$ cat src/rtl/if_stage_pkg.sv
`default_nettype none
// ============================================================================
// Module      : if_stage_pkg
// Description : Shared constants and fetch-state encoding for the IF stage.
// Revision    : 1.0 - initial release
// ============================================================================
package if_stage_pkg;

    // First fetch address after reset.
    localparam logic [31:0] c_RESET_PC  = 32'h1c00_0000;

    // Canonical NOP encoding (andi r0, r0, 0).
    localparam logic [31:0] c_NOP_INST  = 32'h0340_0000;

    // Fetch FSM encoding.
    typedef enum logic [1:0] {
        S_REQ  = 2'd0,   // ready to issue a request
        S_WAIT = 2'd1,   // one request outstanding
        S_HOLD = 2'd2    // buffer full, waiting for ID
    } fs_state_e;

    // Fetch addresses are always word aligned.
    function automatic logic [31:0] word_align(input logic [31:0] addr);
        return {addr[31:2], 2'b00};
    endfunction

endpackage
`default_nettype wire

$ cat src/rtl/fs_inst_buf.sv
`default_nettype none
// ============================================================================
// Module      : fs_inst_buf
// Description : One-entry {valid, pc, inst} buffer between fetch and decode.
//               Flush beats load, load beats drain.
// Revision    : 1.0 - initial release
// ============================================================================
module fs_inst_buf
    import if_stage_pkg::*;
#(
    parameter logic [31:0] RESET_PC = c_RESET_PC
) (
    input  logic        clk,
    input  logic        reset,
    input  logic        load,
    input  logic [31:0] load_pc,
    input  logic [31:0] load_inst,
    input  logic        drain,
    input  logic        flush,
    output logic        valid,
    output logic [31:0] pc,
    output logic [31:0] inst
);

    logic        r_valid;
    logic [31:0] r_pc;
    logic [31:0] r_inst;

    // Buffer contents: a redirect flush wins over everything else.
    always_ff @(posedge clk or posedge reset) begin
        if (reset) begin
            r_valid <= 1'b0;
            r_pc    <= RESET_PC;
            r_inst  <= 32'h0;
        end else begin
            if (flush) begin
                r_valid <= 1'b0;
            end else if (load) begin
                r_valid <= 1'b1;
                r_pc    <= load_pc;
                r_inst  <= load_inst;
            end else if (drain) begin
                r_valid <= 1'b0;
            end
        end
    end

    assign valid = r_valid;
    assign pc    = r_pc;
    assign inst  = r_inst;

endmodule
`default_nettype wire

$ cat src/rtl/if_stage.sv
`default_nettype none
// ============================================================================
// Module      : if_stage
// Description : Instruction-fetch stage. Owns the fetch PC, drives a
//               req/addr_ok/data_ok SRAM bus with one outstanding request,
//               buffers one instruction for ID and handles branch redirects
//               including discard of wrong-path responses.
// Revision    : 1.0 - initial release
// ============================================================================
module if_stage
    import if_stage_pkg::*;
#(
    parameter logic [31:0] RESET_PC = c_RESET_PC
) (
    input  logic        clk,
    input  logic        reset,
    input  logic        ds_allow_in,
    input  logic        br_taken_cancel,
    input  logic [31:0] br_target,
    output logic        inst_req,
    output logic [31:0] inst_addr,
    input  logic        inst_addr_ok,
    input  logic        inst_data_ok,
    input  logic [31:0] inst_rdata,
    output logic        to_ds_valid,
    output logic [31:0] fs_pc,
    output logic [31:0] fs_inst
);

    fs_state_e   r_state;
    fs_state_e   w_state_nxt;
    logic [31:0] r_fetch_pc;
    logic [31:0] w_fetch_pc_nxt;
    logic [31:0] r_req_pc;        // address of the outstanding request
    logic [31:0] w_req_pc_nxt;
    logic [31:0] r_br_tgt;        // redirect target waiting for a wrong-path response
    logic [31:0] w_br_tgt_nxt;
    logic        r_discard;       // outstanding response is wrong-path
    logic        w_discard_nxt;
    logic        r_pend_br;       // latched target must be fetched once the response drains
    logic        w_pend_br_nxt;

    logic        w_buf_valid;
    logic        w_buf_load;
    logic        w_buf_drain;
    logic        w_buf_flush;
    logic        w_transfer;
    logic        w_req_state;
    logic        w_req_fire;
    logic        w_rsp;
    logic [31:0] w_tgt;

    assign w_tgt       = word_align(br_target);
    assign w_transfer  = w_buf_valid & ds_allow_in;

    // A request may go out whenever the buffer is empty or drains this cycle.
    assign w_req_state = (r_state == S_REQ) | ((r_state == S_HOLD) & w_transfer);
    assign inst_req    = ~reset & w_req_state;
    assign inst_addr   = r_fetch_pc;
    assign w_req_fire  = inst_req & inst_addr_ok;

    // Responses only count while a request is outstanding.
    assign w_rsp       = (r_state == S_WAIT) & inst_data_ok;

    // State and fetch bookkeeping registers.
    always_ff @(posedge clk or posedge reset) begin
        if (reset) begin
            r_state    <= S_REQ;
            r_fetch_pc <= RESET_PC;
            r_req_pc   <= RESET_PC;
            r_br_tgt   <= RESET_PC;
            r_discard  <= 1'b0;
            r_pend_br  <= 1'b0;
        end else begin
            r_state    <= w_state_nxt;
            r_fetch_pc <= w_fetch_pc_nxt;
            r_req_pc   <= w_req_pc_nxt;
            r_br_tgt   <= w_br_tgt_nxt;
            r_discard  <= w_discard_nxt;
            r_pend_br  <= w_pend_br_nxt;
        end
    end

    // Next-state logic; a redirect overrides every other event this cycle.
    always_comb begin
        w_state_nxt    = r_state;
        w_fetch_pc_nxt = r_fetch_pc;
        w_req_pc_nxt   = r_req_pc;
        w_br_tgt_nxt   = r_br_tgt;
        w_discard_nxt  = r_discard;
        w_pend_br_nxt  = r_pend_br;
        w_buf_load     = 1'b0;
        w_buf_drain    = 1'b0;
        w_buf_flush    = 1'b0;

        if (br_taken_cancel) begin
            w_buf_flush = 1'b1;
            if (r_state == S_WAIT) begin
                if (w_rsp) begin
                    // Wrong-path data arrives with the redirect: drop it and go.
                    w_state_nxt    = S_REQ;
                    w_fetch_pc_nxt = w_tgt;
                    w_discard_nxt  = 1'b0;
                    w_pend_br_nxt  = 1'b0;
                end else begin
                    // Still waiting: remember the target (newest cancel wins).
                    w_discard_nxt  = 1'b1;
                    w_pend_br_nxt  = 1'b1;
                    w_br_tgt_nxt   = w_tgt;
                end
            end else if (w_req_fire) begin
                // The request accepted this cycle is already wrong-path.
                w_state_nxt    = S_WAIT;
                w_req_pc_nxt   = r_fetch_pc;
                w_discard_nxt  = 1'b1;
                w_pend_br_nxt  = 1'b1;
                w_br_tgt_nxt   = w_tgt;
            end else begin
                w_state_nxt    = S_REQ;
                w_fetch_pc_nxt = w_tgt;
            end
        end else begin
            case (r_state)
                S_REQ: begin
                    if (w_req_fire) begin
                        w_state_nxt    = S_WAIT;
                        w_req_pc_nxt   = r_fetch_pc;
                        w_fetch_pc_nxt = r_fetch_pc + 32'd4;
                    end
                end
                S_WAIT: begin
                    if (w_rsp) begin
                        if (r_discard) begin
                            w_state_nxt   = S_REQ;
                            w_discard_nxt = 1'b0;
                            if (r_pend_br) begin
                                w_fetch_pc_nxt = r_br_tgt;
                                w_pend_br_nxt  = 1'b0;
                            end
                        end else begin
                            w_state_nxt = S_HOLD;
                            w_buf_load  = 1'b1;
                        end
                    end
                end
                S_HOLD: begin
                    if (w_transfer) begin
                        w_buf_drain = 1'b1;
                        if (w_req_fire) begin
                            w_state_nxt    = S_WAIT;
                            w_req_pc_nxt   = r_fetch_pc;
                            w_fetch_pc_nxt = r_fetch_pc + 32'd4;
                        end else begin
                            w_state_nxt    = S_REQ;
                        end
                    end
                end
                default: begin
                    w_state_nxt = S_REQ;
                end
            endcase
        end
    end

    fs_inst_buf #(
        .RESET_PC (RESET_PC)
    ) u_fs_inst_buf (
        .clk       (clk),
        .reset     (reset),
        .load      (w_buf_load),
        .load_pc   (r_req_pc),
        .load_inst (inst_rdata),
        .drain     (w_buf_drain),
        .flush     (w_buf_flush),
        .valid     (w_buf_valid),
        .pc        (fs_pc),
        .inst      (fs_inst)
    );

    assign to_ds_valid = w_buf_valid;

endmodule
`default_nettype wire
$ cat config.mk
export PLATFORM = sky130hd
export DESIGN_NAME = if_stage
export DESIGN_NICKNAME = d
export VERILOG_FILES = /design/src/rtl/if_stage_pkg.sv /design/src/rtl/fs_inst_buf.sv /design/src/rtl/if_stage.sv
export SDC_FILE = /design/constraint.sdc
export NUM_CORES = 1
export LEC_CHECK = 0
export ABC_AREA = 1
export ABC_CLOCK_PERIOD_IN_PS = 7000
export CAP_MARGIN = 20
export CELL_PAD_IN_SITES_DETAIL_PLACEMENT = 0
export CELL_PAD_IN_SITES_GLOBAL_PLACEMENT = 1
export CORE_MARGIN = 5
export CORE_UTILIZATION = 38
export DETAILED_ROUTE_END_ITERATION = 7
export PLACE_DENSITY = 0.89
export SYNTH_ARGS = -nofsm -noshare
export SYNTH_HDL_FRONTEND = slang
export SYNTH_SLANG_ARGS = --single-unit
$ cat constraint.sdc
create_clock -name clk -period 7 [get_ports clk]
set_clock_uncertainty 0.2 [all_clocks]
set_input_delay 1.05 -clock clk [delete_from_list [all_inputs] [get_ports clk]]
set_output_delay 1.05 -clock clk [all_outputs]
set_load 0.01 [all_outputs]
==> summary.md <==
| Metric | Value |
|---|---|
| Yosys warning total | `0` |
| Final WL | `~19 mm` |
| Crit path DAT | `a little over 4 ns` |
| Largest net degree at the start of global routing | `87` |
| Req. time, crit path | `between 7 and 8 ns` |
| Setup bufs post-CTS | `0` |
| Gate Count Post-Synth | `870` |
| FF-to-FF End | `inst_addr[3]` |
| Area leader, netlist | `dfrtp_1` |
| Total power | `roughly 4600 uW` |
| FP Rows | `51` |
| Hold EP | `r_req_pc[20]` |
| Avg Inst Size Synth | `8.626 um2` |
| Hold path start | `r_req_pc[20]` |
| Pre-Repair DR Iteration Count | `5` |
| Least-Margin Pin Slew | `~0.94 ns` |
| Clk pwr share | `about 20%` |
| Clk root buf | `clkbuf_16` |
| Peak supply drop | `0.0002249 V` |
| CP Class | `primary input to flop` |
| Chip height | `around 150 um` |
| Power density over the cells | `460.8 nW/um2` |
| Reg2reg path depth | `13` |
| Hold Vio Cnt, Final | `0` |
| WL per Instance | `between 10 and 15 um` |
| CP Capture Type | `flop` |
| First-pass GRT wire length | `a little over 30 mm` |
| Layout cells sized above 1 | `roughly 13%` |
| Dpl cell area | `just over 9000 um2` |
| RePlAce Congestion | `about 0.8` |
| Hold Crit Class | `flop to flop` |
| Clock Tree Buf Depth | `2` |
| H-tree depth | `4` |
| Register share of total power | `36.6%` |
| Worst r2r src | `r_state[1]` |
| Worst Hold Depth | `2` |
| Syn-to-layout area delta | `32.34%` |
| DRT iter0 DRCs | `422` |
| Final Cycle Share | `between 50 and 60%` |
| Post-CTS sizing | `0` |
| Switching Share | `roughly 38%` |
| Antenna violations before repair | `0` |
| Post-route ant nets | `0` |
| Final Setup Violations | `0` |
| ANT cells | `0` |
| Seq/Total Area, Yosys | `52.55%` |
| CP Launch Type | `primary input` |
| Grt ovf | `0` |
| # IOs | `approximately 170` |
| Design Area, Final | `about 9900 um2` |
| Starting density of the core | `38.56%` |
| P_int | `2849 uW` |
| Clock Latency Late Sink | `between 0.4 and 0.5 ns` |
| Die area | `between 20,000 and 25,000 um2` |
| Vias in the first global route | `~6,000` |
| Hold buffer count at cts | `0` |
| Nets | `around 1,100` |
| Die width | `~150 um` |
| # DRC | `0` |
| Overall via count from detail_route | `6,177` |
| Outcome | `finished clean` |
| CORE AREA | `about 20,000 um2` |
| I/O Buffers | `between 150 and 200` |
| DP HPWL | `about 13 mm` |
| CP max FO | `50` |
| TritonCTS clock tree | `done` |
| Period minus WS final | `around 4 ns` |
| Setup TNS | `0 ns` |
| Footprint of the multi-input gates | `slightly above 3000 um2` |
| GRT Total Usage | `~17%` |
| Worst-path clk slew | `0.06 ns` |
| Logic pwr share | `between 40% and 50%` |
| Synth area leaders | `dfrtp_1, nand2_1, mux2_2, o21ai_0, nand3_1` |
| Synth unique cells | `29` |
| Fmax | `255.1 MHz` |
| Num CTS Buffers | `17` |
| RSZ-0062 raised after global routing | `no` |
| Fin. max-slew vios | `0` |
| Mapped cell area | `roughly 7500 um2` |
| CTS sink count | `approximately 160` |
| Max-cap viol count | `0` |
| R2R setup slack | `around 3.5 ns` |
| Yosys reg bits | `~160` |
| Yosys top cell area share | `about half` |
| LEAKAGE | `0.004623 uW` |
| Max_slew headroom | `between 30% and 40%` |
| Fill cells | `about 1,800` |
| NetSw | `about 1700 uW` |
| Seq. cell area | `~3900 um2` |
| Vias per inst | `approximately 4.8` |
==> layout make-up <==
class | instances | area share [%]
clock buffer | 18 | 4.422
timing repair buffer | 168 | 16.91
tap | 265 | 3.338
multi-input combinational | 593 | 30.94
inverter | 81 | 3.112
sequential | 157 | 39.71
clock inverter | 14 | 1.575
==> Yosys cell counts <==
| cell | number |
|---|---|
| a21boi_0 | 1 |
| a21boi_1 | 1 |
| a21oi_1 | 30 |
| a21oi_2 | 6 |
| a22oi_1 | 1 |
| and2_1 | 2 |
| buf_1 | 1 |
| buf_2 | 13 |
| buf_4 | 5 |
| buf_6 | 2 |
| clkbuf_1 | 21 |
| conb_1 | 1 |
| dfrtp_1 | 145 |
| dfstp_2 | 12 |
| ha_1 | 5 |
| inv_1 | 81 |
| mux2_2 | 61 |
| nand2_1 | 268 |
| nand3_1 | 68 |
| nand3_2 | 2 |
| nand3b_1 | 1 |
| nand4_1 | 2 |
| nor2_1 | 48 |
| nor2_2 | 6 |
| o211ai_1 | 4 |
| o21ai_0 | 79 |
| o31ai_1 | 1 |
| or2_2 | 2 |
| xor2_1 | 1 |
==> per-stage QoR <==
step           instances  hold slack [ns]  setup slack, ns  util [%]
2_1_floorplan        873           0.2478            1.094         -
3_3_place_gp        1263           0.2618            2.588     47.83
3_5_place_dp        1263           0.2692            2.625     47.83
4_1_cts             1295           0.2870            3.060     50.89
5_1_grt             1296           0.3036            2.684     51.03
6_report            1296           0.2799            3.080     51.03
==> logic make-up (layout without fill, tap and decap cells) <==
family,count (synthesis),count (layout),synth area share [%]
xor gates and xnor gates,1,1,0.1167
muxes,61,61,9.153
DFF,157,157,52.55
AOI/OAI and AO/OA,123,123,8.770
and+or+nand+nor,399,399,21.71
buffers and inverters,123,281,6.819
adders and majority gates,5,5,0.8336
other,1,4,0.04997
==> flip-flops by register name (all words and copies together) (netlist names) <==
signal / flops
r_req_pc: 30
r_pend_br: 1
inst_addr: 30
r_state: 2
r_br_tgt: 30
u_fs_inst_buf.valid: 1
r_discard: 1
u_fs_inst_buf.pc: 30
u_fs_inst_buf.inst: 32
==> routing by layer <==
layer | global-route usage, % | routed length [um]
met4 | 6.359 | 354
met2 | 27.29 | 8743
met1 | 23.67 | 8664
met3 | 3.943 | 1165
met5 | 0 | 0
==> power by group through the flow <==
stage / clock [uW] / sequential [uW] / combinational (uW)
finish: 931 / 1680 / 1970
global route: 997 / 1740 / 2210
CTS: 956 / 1680 / 1980
detailed placement: 0 / 1690 / 1970
global placement: 0 / 1670 / 1940
floorplan: 0 / 1740 / 1040
==> cells in the final DEF, fill, tap and decap left out <==
master             n
nand2_1          268
clkdlybuf4s50_1  160
dfrtp_1          145
inv_1             80
o21ai_0           79
nand3_1           67
mux2_2            61
nor2_1            48
a21oi_1           30
clkbuf_16         17
dfstp_2           12
inv_6              8
nor2_2             6
a21oi_2            6
buf_4              6
ha_1               5
o211ai_1           4
conb_1             4
nand3_2            2
or2_2              2
nand4_1            2
and2_1             2
clkinv_2           2
bufinv_16          2
clkinv_4           2
nand3_4            1
nand3b_1           1
xor2_1             1
a21boi_0           1
a21boi_1           1
a22oi_1            1
o31ai_1            1
clkinvlp_4         1
clkbuf_8           1
buf_2              1
buf_16             1
==> worst max-delay path, cell delays in order <==
cell,delay (ns)
buf_2,0.07
buf_4,0.45
inv_1,0.52
nand3_1,0.27
nand2_1,0.10
nor2_2,0.12
nand3_2,0.45
buf_4,0.43
inv_1,0.31
nand3_1,0.14
o21ai_0,0.09
==> worst max-delay path by stage <==
stage                    start      endpoint  slack [ns]  cells after the start
3_3_place_gp             reset  inst_addr[3]        2.59                      9
2_1_floorplan            reset  r_br_tgt[10]        1.09                      7
6_report       br_taken_cancel  inst_addr[3]        3.08                     11
3_5_place_dp             reset  inst_addr[3]        2.63                      9
4_1_cts                  reset  inst_addr[3]        3.06                      9
5_1_grt                  reset  inst_addr[3]        2.68                      9
No activity file was read; power rests on OpenSTA's default activity.
